`src/rtl/gemm_acc_drain_pkg.sv`:
```
// Shared constants and state encoding for the accumulator drain engine.
// Bank count and word size mirror the GEMM datapath accumulator interface.
package gemm_acc_drain_pkg;

  localparam int ACC_NUM        = 4;
  localparam int ACC_DATA_W     = 128;
  localparam int ACC_WORD_BYTES = 16;
  localparam int ACC_WORD_SHIFT = $clog2(ACC_WORD_BYTES);

  typedef enum logic [1:0] {
    IDLE  = 2'd0,
    DRAIN = 2'd1,
    FLUSH = 2'd2,
    DONE  = 2'd3
  } drain_state_t;

endpackage

```
`src/rtl/drain_out_fifo.sv`:
```
// Small {addr,data} FIFO between the bank read port and the write stream.
// Push and pop may coincide at any occupancy; storage clears on reset.
module drain_out_fifo #(
  parameter int WIDTH = 160,
  parameter int DEPTH = 2
) (
  input  logic                         clk,
  input  logic                         rst,
  input  logic                         push,
  input  logic [WIDTH-1:0]             push_data,
  input  logic                         pop,
  output logic [WIDTH-1:0]             head_data,
  output logic                         full,
  output logic                         empty,
  output logic [$clog2(DEPTH+1)-1:0]   count
);

  localparam int PTR_W = (DEPTH > 1) ? $clog2(DEPTH) : 1;
  localparam int CNT_W = $clog2(DEPTH + 1);
  localparam logic [PTR_W-1:0] LAST_PTR = PTR_W'(DEPTH - 1);

  logic [WIDTH-1:0] mem_reg [DEPTH];
  logic [PTR_W-1:0] wr_ptr_reg;
  logic [PTR_W-1:0] rd_ptr_reg;
  logic [CNT_W-1:0] count_reg;
  logic             do_push;
  logic             do_pop;

  assign empty     = (count_reg == '0);
  assign full      = (count_reg == CNT_W'(DEPTH));
  assign count     = count_reg;
  assign head_data = mem_reg[rd_ptr_reg];

  // A pop frees the head slot in the same cycle, so push into a full FIFO is fine.
  assign do_pop  = pop && !empty;
  assign do_push = push && (!full || do_pop);

  always_ff @(posedge clk or negedge rst) begin
    if (!rst) begin
      for (int i = 0; i < DEPTH; i++) begin
        mem_reg[i] <= '0;
      end
    end else if (do_push) begin
      mem_reg[wr_ptr_reg] <= push_data;
    end
  end

  always_ff @(posedge clk or negedge rst) begin
    if (!rst) begin
      wr_ptr_reg <= '0;
      rd_ptr_reg <= '0;
      count_reg  <= '0;
    end else begin
      if (do_push) begin
        wr_ptr_reg <= (wr_ptr_reg == LAST_PTR) ? '0 : wr_ptr_reg + PTR_W'(1);
      end
      if (do_pop) begin
        rd_ptr_reg <= (rd_ptr_reg == LAST_PTR) ? '0 : rd_ptr_reg + PTR_W'(1);
      end
      case ({do_push, do_pop})
        2'b10:   count_reg <= count_reg + CNT_W'(1);
        2'b01:   count_reg <= count_reg - CNT_W'(1);
        default: count_reg <= count_reg;
      endcase
    end
  end

endmodule

```
`src/rtl/gemm_acc_drain.sv`:
```
// Drains the accumulator banks row-major (bank 0..3 per row) into a
// valid/ready write stream, with a credit check so the output FIFO never overflows.
module gemm_acc_drain
  import gemm_acc_drain_pkg::*;
#(
  parameter int NUM_ACC   = ACC_NUM,
  parameter int DATA_W    = ACC_DATA_W,
  parameter int ADDR_W    = 32,
  parameter int ROWS_W    = 16,
  parameter int BUF_DEPTH = 2
) (
  input  logic                      clk,
  input  logic                      rst,
  input  logic                      start,
  input  logic [ADDR_W-1:0]         base_addr,
  input  logic [ADDR_W-1:0]         row_stride,
  input  logic [ROWS_W-1:0]         num_rows,
  input  logic [NUM_ACC-1:0]        acc_empty,
  output logic [NUM_ACC-1:0]        accums_rd_en,
  input  logic [NUM_ACC*DATA_W-1:0] accum_o_data,
  output logic                      m_valid,
  input  logic                      m_ready,
  output logic [ADDR_W-1:0]         m_addr,
  output logic [DATA_W-1:0]         m_data,
  output logic                      busy,
  output logic                      done
);

  localparam int BANK_W = (NUM_ACC > 1) ? $clog2(NUM_ACC) : 1;
  localparam int CNT_W  = $clog2(BUF_DEPTH + 1);
  localparam int ENT_W  = ADDR_W + DATA_W;
  localparam logic [BANK_W-1:0] LAST_BANK = BANK_W'(NUM_ACC - 1);

  drain_state_t      state_reg, state_next;
  logic [ADDR_W-1:0] row_base_reg;
  logic [ADDR_W-1:0] stride_reg;
  logic [ROWS_W-1:0] rows_reg;
  logic [ROWS_W-1:0] row_cnt_reg;
  logic [BANK_W-1:0] bank_reg;
  logic              inflight_reg;
  logic [BANK_W-1:0] inflight_bank_reg;
  logic [ADDR_W-1:0] inflight_addr_reg;

  logic [DATA_W-1:0] bank_data [NUM_ACC];
  logic [ADDR_W-1:0] issue_addr;
  logic              issue;
  logic              last_read;
  logic              credit_ok;
  logic [CNT_W:0]    credit_used;
  logic              flush_clear;

  logic              fifo_pop;
  logic [ENT_W-1:0]  fifo_push_data;
  logic [ENT_W-1:0]  fifo_head;
  logic              fifo_full;
  logic              fifo_empty;
  logic [CNT_W-1:0]  fifo_count;

  genvar gi;
  generate
    for (gi = 0; gi < NUM_ACC; gi++) begin : g_bank
      assign bank_data[gi]    = accum_o_data[gi*DATA_W +: DATA_W];
      assign accums_rd_en[gi] = issue && (bank_reg == BANK_W'(gi));
    end
  endgenerate

  // Row base is accumulated per row; the bank offset is a constant shift.
  assign issue_addr = row_base_reg + (ADDR_W'(bank_reg) << ACC_WORD_SHIFT);
  assign last_read  = (bank_reg == LAST_BANK) && (row_cnt_reg == rows_reg - ROWS_W'(1));

  // Occupancy counts the word leaving this cycle, which keeps reads flowing at 1/cycle.
  assign fifo_pop    = m_valid && m_ready;
  assign credit_used = {1'b0, fifo_count} + (CNT_W+1)'(inflight_reg) - (CNT_W+1)'(fifo_pop);
  assign credit_ok   = (credit_used < (CNT_W+1)'(BUF_DEPTH)) && !(fifo_full && !fifo_pop);
  assign issue       = (state_reg == DRAIN) && !acc_empty[bank_reg] && credit_ok;
  assign flush_clear = !inflight_reg && (fifo_count == CNT_W'(fifo_pop));

  always_comb begin
    state_next = state_reg;
    case (state_reg)
      IDLE: begin
        if (start) begin
          state_next = (num_rows == '0) ? DONE : DRAIN;
        end
      end
      DRAIN: begin
        if (issue && last_read) begin
          state_next = FLUSH;
        end
      end
      FLUSH: begin
        if (flush_clear) begin
          state_next = DONE;
        end
      end
      DONE:    state_next = IDLE;
      default: state_next = IDLE;
    endcase
  end

  always_ff @(posedge clk or negedge rst) begin
    if (!rst) begin
      state_reg         <= IDLE;
      row_base_reg      <= '0;
      stride_reg        <= '0;
      rows_reg          <= '0;
      row_cnt_reg       <= '0;
      bank_reg          <= '0;
      inflight_reg      <= 1'b0;
      inflight_bank_reg <= '0;
      inflight_addr_reg <= '0;
    end else begin
      state_reg    <= state_next;
      inflight_reg <= issue;
      if (issue) begin
        inflight_bank_reg <= bank_reg;
        inflight_addr_reg <= issue_addr;
      end
      if (state_reg == IDLE && start) begin
        row_base_reg <= base_addr;
        stride_reg   <= row_stride;
        rows_reg     <= num_rows;
        row_cnt_reg  <= '0;
        bank_reg     <= '0;
      end else if (issue) begin
        if (bank_reg == LAST_BANK) begin
          bank_reg     <= '0;
          row_cnt_reg  <= row_cnt_reg + ROWS_W'(1);
          row_base_reg <= row_base_reg + stride_reg;
        end else begin
          bank_reg <= bank_reg + BANK_W'(1);
        end
      end
    end
  end

  // Bank data arrives one cycle after its strobe and is captured with the address issued then.
  assign fifo_push_data = {inflight_addr_reg, bank_data[inflight_bank_reg]};

  drain_out_fifo #(
    .WIDTH (ENT_W),
    .DEPTH (BUF_DEPTH)
  ) u_out_fifo (
    .clk       (clk),
    .rst       (rst),
    .push      (inflight_reg),
    .push_data (fifo_push_data),
    .pop       (fifo_pop),
    .head_data (fifo_head),
    .full      (fifo_full),
    .empty     (fifo_empty),
    .count     (fifo_count)
  );

  assign m_valid          = !fifo_empty;
  assign {m_addr, m_data} = fifo_head;
  assign busy             = (state_reg != IDLE);
  assign done             = (state_reg == DONE);

endmodule

```
`config.mk`:
```
export PLATFORM = sky130hd
export DESIGN_NAME = gemm_acc_drain
export DESIGN_NICKNAME = d
export VERILOG_FILES = /design/src/rtl/gemm_acc_drain_pkg.sv /design/src/rtl/drain_out_fifo.sv /design/src/rtl/gemm_acc_drain.sv
export SDC_FILE = /design/constraint.sdc
export NUM_CORES = 1
export LEC_CHECK = 0
export ABC_CLOCK_PERIOD_IN_PS = 5100
export BUFFER_PORTS_ARGS = -buffer_cell sky130_fd_sc_hd__buf_2
export CAP_MARGIN = 25
export CORE_AREA = 10 10 291 293
export CTS_BUF_LIST = sky130_fd_sc_hd__clkbuf_2 sky130_fd_sc_hd__clkbuf_4 sky130_fd_sc_hd__clkbuf_8
export CTS_CLUSTER_SIZE = 28
export DETAILED_ROUTE_END_ITERATION = 7
export DIE_AREA = 0 0 301 303
export GPL_TIMING_DRIVEN = 0
export HOLD_SLACK_MARGIN = 0.12
export PLACE_DENSITY_LB_ADDON = 0.08
export SETUP_SLACK_MARGIN = 0.4
export SYNTH_ARGS = -nofsm -noshare
export SYNTH_HDL_FRONTEND = slang
export SYNTH_SLANG_ARGS = --single-unit
```
`constraint.sdc`:
```
create_clock -name clk -period 5.1 [get_ports clk]
set_input_delay 0.255 -clock clk [delete_from_list [all_inputs] [get_ports clk]]
set_output_delay 0.255 -clock clk [all_outputs]
set_load 0.02 [all_outputs]
```
==> impl_metrics.csv <==
group,metric,value,unit
worst_setup_path,cpMaxStageDelayCell,"dfrtp_1",
clocking,clk_pin_slew,60,ps
clocking,cts_max_path_buffers,3,
timing,tightest_slew,1045,ps
worst_setup_path,path_class,"reg2out",
timing,maxSlewHeadroom,30.34,%
detailed_routing,post_drt_wl_per_cell,24.17,um
synthesis,yosysTopAreaCell,"dfrtp_1",
detailed_routing,dr_total_vias,21138,
worst_setup_path,r2r_end,"row_base_reg[10]",
place,hpwl,82880,um
clocking,cts.sinks,459,
synthesis,ys_warn_count,0,
hold_path,hold_class,"in2reg",
worst_setup_path,cpPeakStageDelay,440,ps
timing,drv_slew,0,
worst_setup_path,worstPathMaxFanout,10,
synthesis,synth_cell_types,60,
synthesis,synth-seq-cells,459,
synthesis,synth_area_leaders,"dfrtp_1, mux2_2, mux4_2, nand2_1, ha_1",
finish,layout-area-overhead-vs-synth,41.35,%
detailed_routing,viasPerCell,4.925,
detailed_routing,antenna_left,0,
detailed_routing,drt-total-wl,103700,um
finish,largest_register_ffs,320,
timing,period_needed,4313,ps
synthesis,synth.cell_area,25010,um2
finish,final_layout_size_suffix_gt1_share,47.88,%
clocking,htreeDepth,3,
clocking,numCtsBuffers,86,
timing,hold_viol,0,
outcome,status,"completed",
worst_setup_path,crit_top_cell,"nand2_1",
timing,setup_violations,0,
clocking,root_buffer,"clkbuf_8",
worst_setup_path,r2r-start,"u_out_fifo.count[1]",
clocking,post_cts_buffers,0,
global_route,grt_pass1_vias,23044,
global_route,grt_max_degree,121,
worst_setup_path,worstPathCellList,"inv_1 -> nand2_1 -> and2_1 -> ha_1 -> nor2b_1 -> fa_1 -> nor3_1 -> a21oi_1 -> nor4b_2 -> nand2_1 -> clkbuf_2 -> inv_2 -> clkbuf_4 -> buf_2",
synthesis,synth_top_area_share,45.92,%
place,io_buffer_count,766,
worst_setup_path,start_kind,"flop",
worst_setup_path,critPathLaunch,"u_out_fifo.count[1]",
global_route,overflow,0,
worst_setup_path,reg2reg_slack,1250,ps
timing,fmaxAchievable,0.2319,GHz
global_route,track_usage,21.96,%
pwr,p_leak,15.94,nW
synthesis,ys_seq_area_share,45.92,%
floorplanning,core,78610,um2
timing,rsz0062_at_grt,"false",
worst_setup_path,required,4850,ps
global_route,grt_pass1_wl,151400,um
worst_setup_path,worst-path-buf-inv,5,
finish,finalNetCount,3827,
worst_setup_path,cp.arrival,4060,ps
place,place_congestion,0.9242,
pwr,powerDensity,647.9,nW/um2
detailed_routing,drc,0,
floorplanning,fp.dieH,303,um
floorplanning,die_x,301,um
synthesis,synth_edf_count,0,
worst_setup_path,worst-r2r-cell-count,15,
synthesis,syn_area_per_cell,12.52,um2
finish,finish.utilization,44.97,%
timing,finalCritPeriodShare,84.57,%
timing,fin_skew,23.54,ps
synthesis,syn_nets,2645,
floorplanning,num_rows,103,
worst_setup_path,worstSetupPathDepth,14,
worst_setup_path,crit_family,"buffers and inverters",
clocking,clk_latency,660,ps
floorplanning,ios,767,
floorplanning,die_area,91200,um2
detailed_routing,dr.first_iter.drc_count,1089,
pwr,ir_drop,0.2606,mV
clocking,cts_tree,"done",
floorplanning,initial_core_util,31.82,%
timing,setup_tns,0,ps
global_route,grt_antenna_before_repair,6,
worst_setup_path,crit_end,"accums_rd_en[3]",
run,maxCapViolations,0,
worst_setup_path,critPathCaptureType,"primary output",
synthesis,synth_ff_type,"dfrtp_1",
detailed_routing,first_pass_iters,4,
synthesis,synthArstFlopShare,100.0,%
synthesis,synthCells,1997,
-- cells in the final DEF, fill, tap and decap left out, types with 6 or more instances in the layout --
master,n
a21o_1,20
a21oi_1,86
a31oi_1,13
and2_1,7
and3_1,10
buf_1,15
buf_2,767
clkbuf_1,105
clkbuf_4,28
clkbuf_8,104
clkinv_2,7
dfrtp_1,459
diode_2,7
dlygate4sd3_1,318
ha_1,45
inv_1,27
mux2_2,487
mux2i_1,11
mux4_2,129
nand2_1,210
nand2b_1,6
nand3_1,28
nand4_1,14
nor2_1,100
nor2b_1,7
nor3_1,17
nor4_1,9
o21ai_0,37
o21ai_1,8
xnor2_1,53
xor2_1,35
-- Yosys cell counts (all sizes together) (3+ instances only) --
cell,instances
mux2i,11
and2,7
and3,10
o21a,3
nor2,100
and4,3
nand2b,6
a41oi,4
nor2b,7
o22ai,3
a21oi,86
fa,3
nor4,9
o211ai,3
o21ai,46
xnor2,53
buf,17
clkbuf,107
a31oi,13
or3,3
ha,45
nand3,28
nor3,18
a21o,20
inv,28
mux2,487
dfrtp,459
xor2,35
nand4,14
nor4b,3
a211oi,3
mux4,129
nand2,210
-- worst min path at each step --
stage / start / endpoint / slack, ps / cells past startpoint
6_report: accum_o_data[261] / u_out_fifo.mem_reg[5] / 170 / 3
3_5_place_dp: rst / rows_reg[15] / 230 / 1
2_1_floorplan: rst / bank_reg[0] / -40 / 0
3_3_place_gp: row_stride[31] / stride_reg[31] / 450 / 3
4_1_cts: accum_o_data[350] / u_out_fifo.mem_reg[254] / 120 / 3
5_1_grt: accum_o_data[220] / u_out_fifo.mem_reg[92] / 130 / 3
-- layer usage --
metal | GRT usage, % | part of all wire [%]
met3 | 4.668 | 5.5
met1 | 26.70 | 41
met2 | 38.81 | 51
met4 | 6.114 | 2.3
met5 | 0 | 0.0096
-- worst reg2reg max path: cells and delay by family, from the launching register on --
kind	cells	cell delay, ps
simple gates	7	1350
buf+inv	4	970
fa+ha+maj	2	680
flops	1	440
compound gates	2	330
-- report_power, final --
group          switching (mW)  internal (mW)
clock                    1.59           2.13
combinational            6.92           5.77
sequential               1.08           5.42
total                    9.59           13.3
-- kinds of logic (layout without fill, tap and decap cells) --
group,count (synthesis),count (layout),synth area share (%)
other,0,7,0
buffers and inverters,152,1390,2.291
adder cells (fa/ha/maj),48,48,2.491
AO/OA/AOI/OAI,200,200,4.802
multiplexers,627,627,33.98
XOR/XNOR,88,88,3.082
AND/OR/NAND/NOR,423,423,7.429
flip-flops,459,459,45.92
-- stage by stage --
step,setup WS (ps),power [mW],instance area [um2],std cells,hold WS (ps)
6_report,787.0,22.91,35350,4292,171.7
5_1_grt,433.1,24.41,35350,4290,134.5
4_1_cts,532.4,23.26,35320,4284,122.0
3_5_place_dp,980.1,18.73,30350,3821,232.3
3_3_place_gp,-5672,18.47,30160,3813,446.5
2_1_floorplan,1699,14.23,25010,1997,-40.59
-- final cells by class --
| class | count | area (um2) |
|---|---|---|
| clock inverters | 13 | 127.6 |
| flip-flops and latches | 459 | 11490 |
| multi-input cells | 1386 | 12950 |
| clock buffers | 131 | 1634 |
| repair buffers | 1094 | 7244 |
| diodes | 7 | 17.52 |
| plain buffers | 124 | 473.0 |
| fillers | 7479 | 43260 |
| well taps | 1050 | 1314 |
| inverters | 28 | 105.1 |
-- repair_timing --
action / 4_1_cts / 5_1_grt
hold buffers: 319 / 0
endpoints found under the hold margin: 544 / 0
gates resized for setup: 1 / 4
setup endpoints to repair: 1 / 1
(Power assumes the default switching activity.)
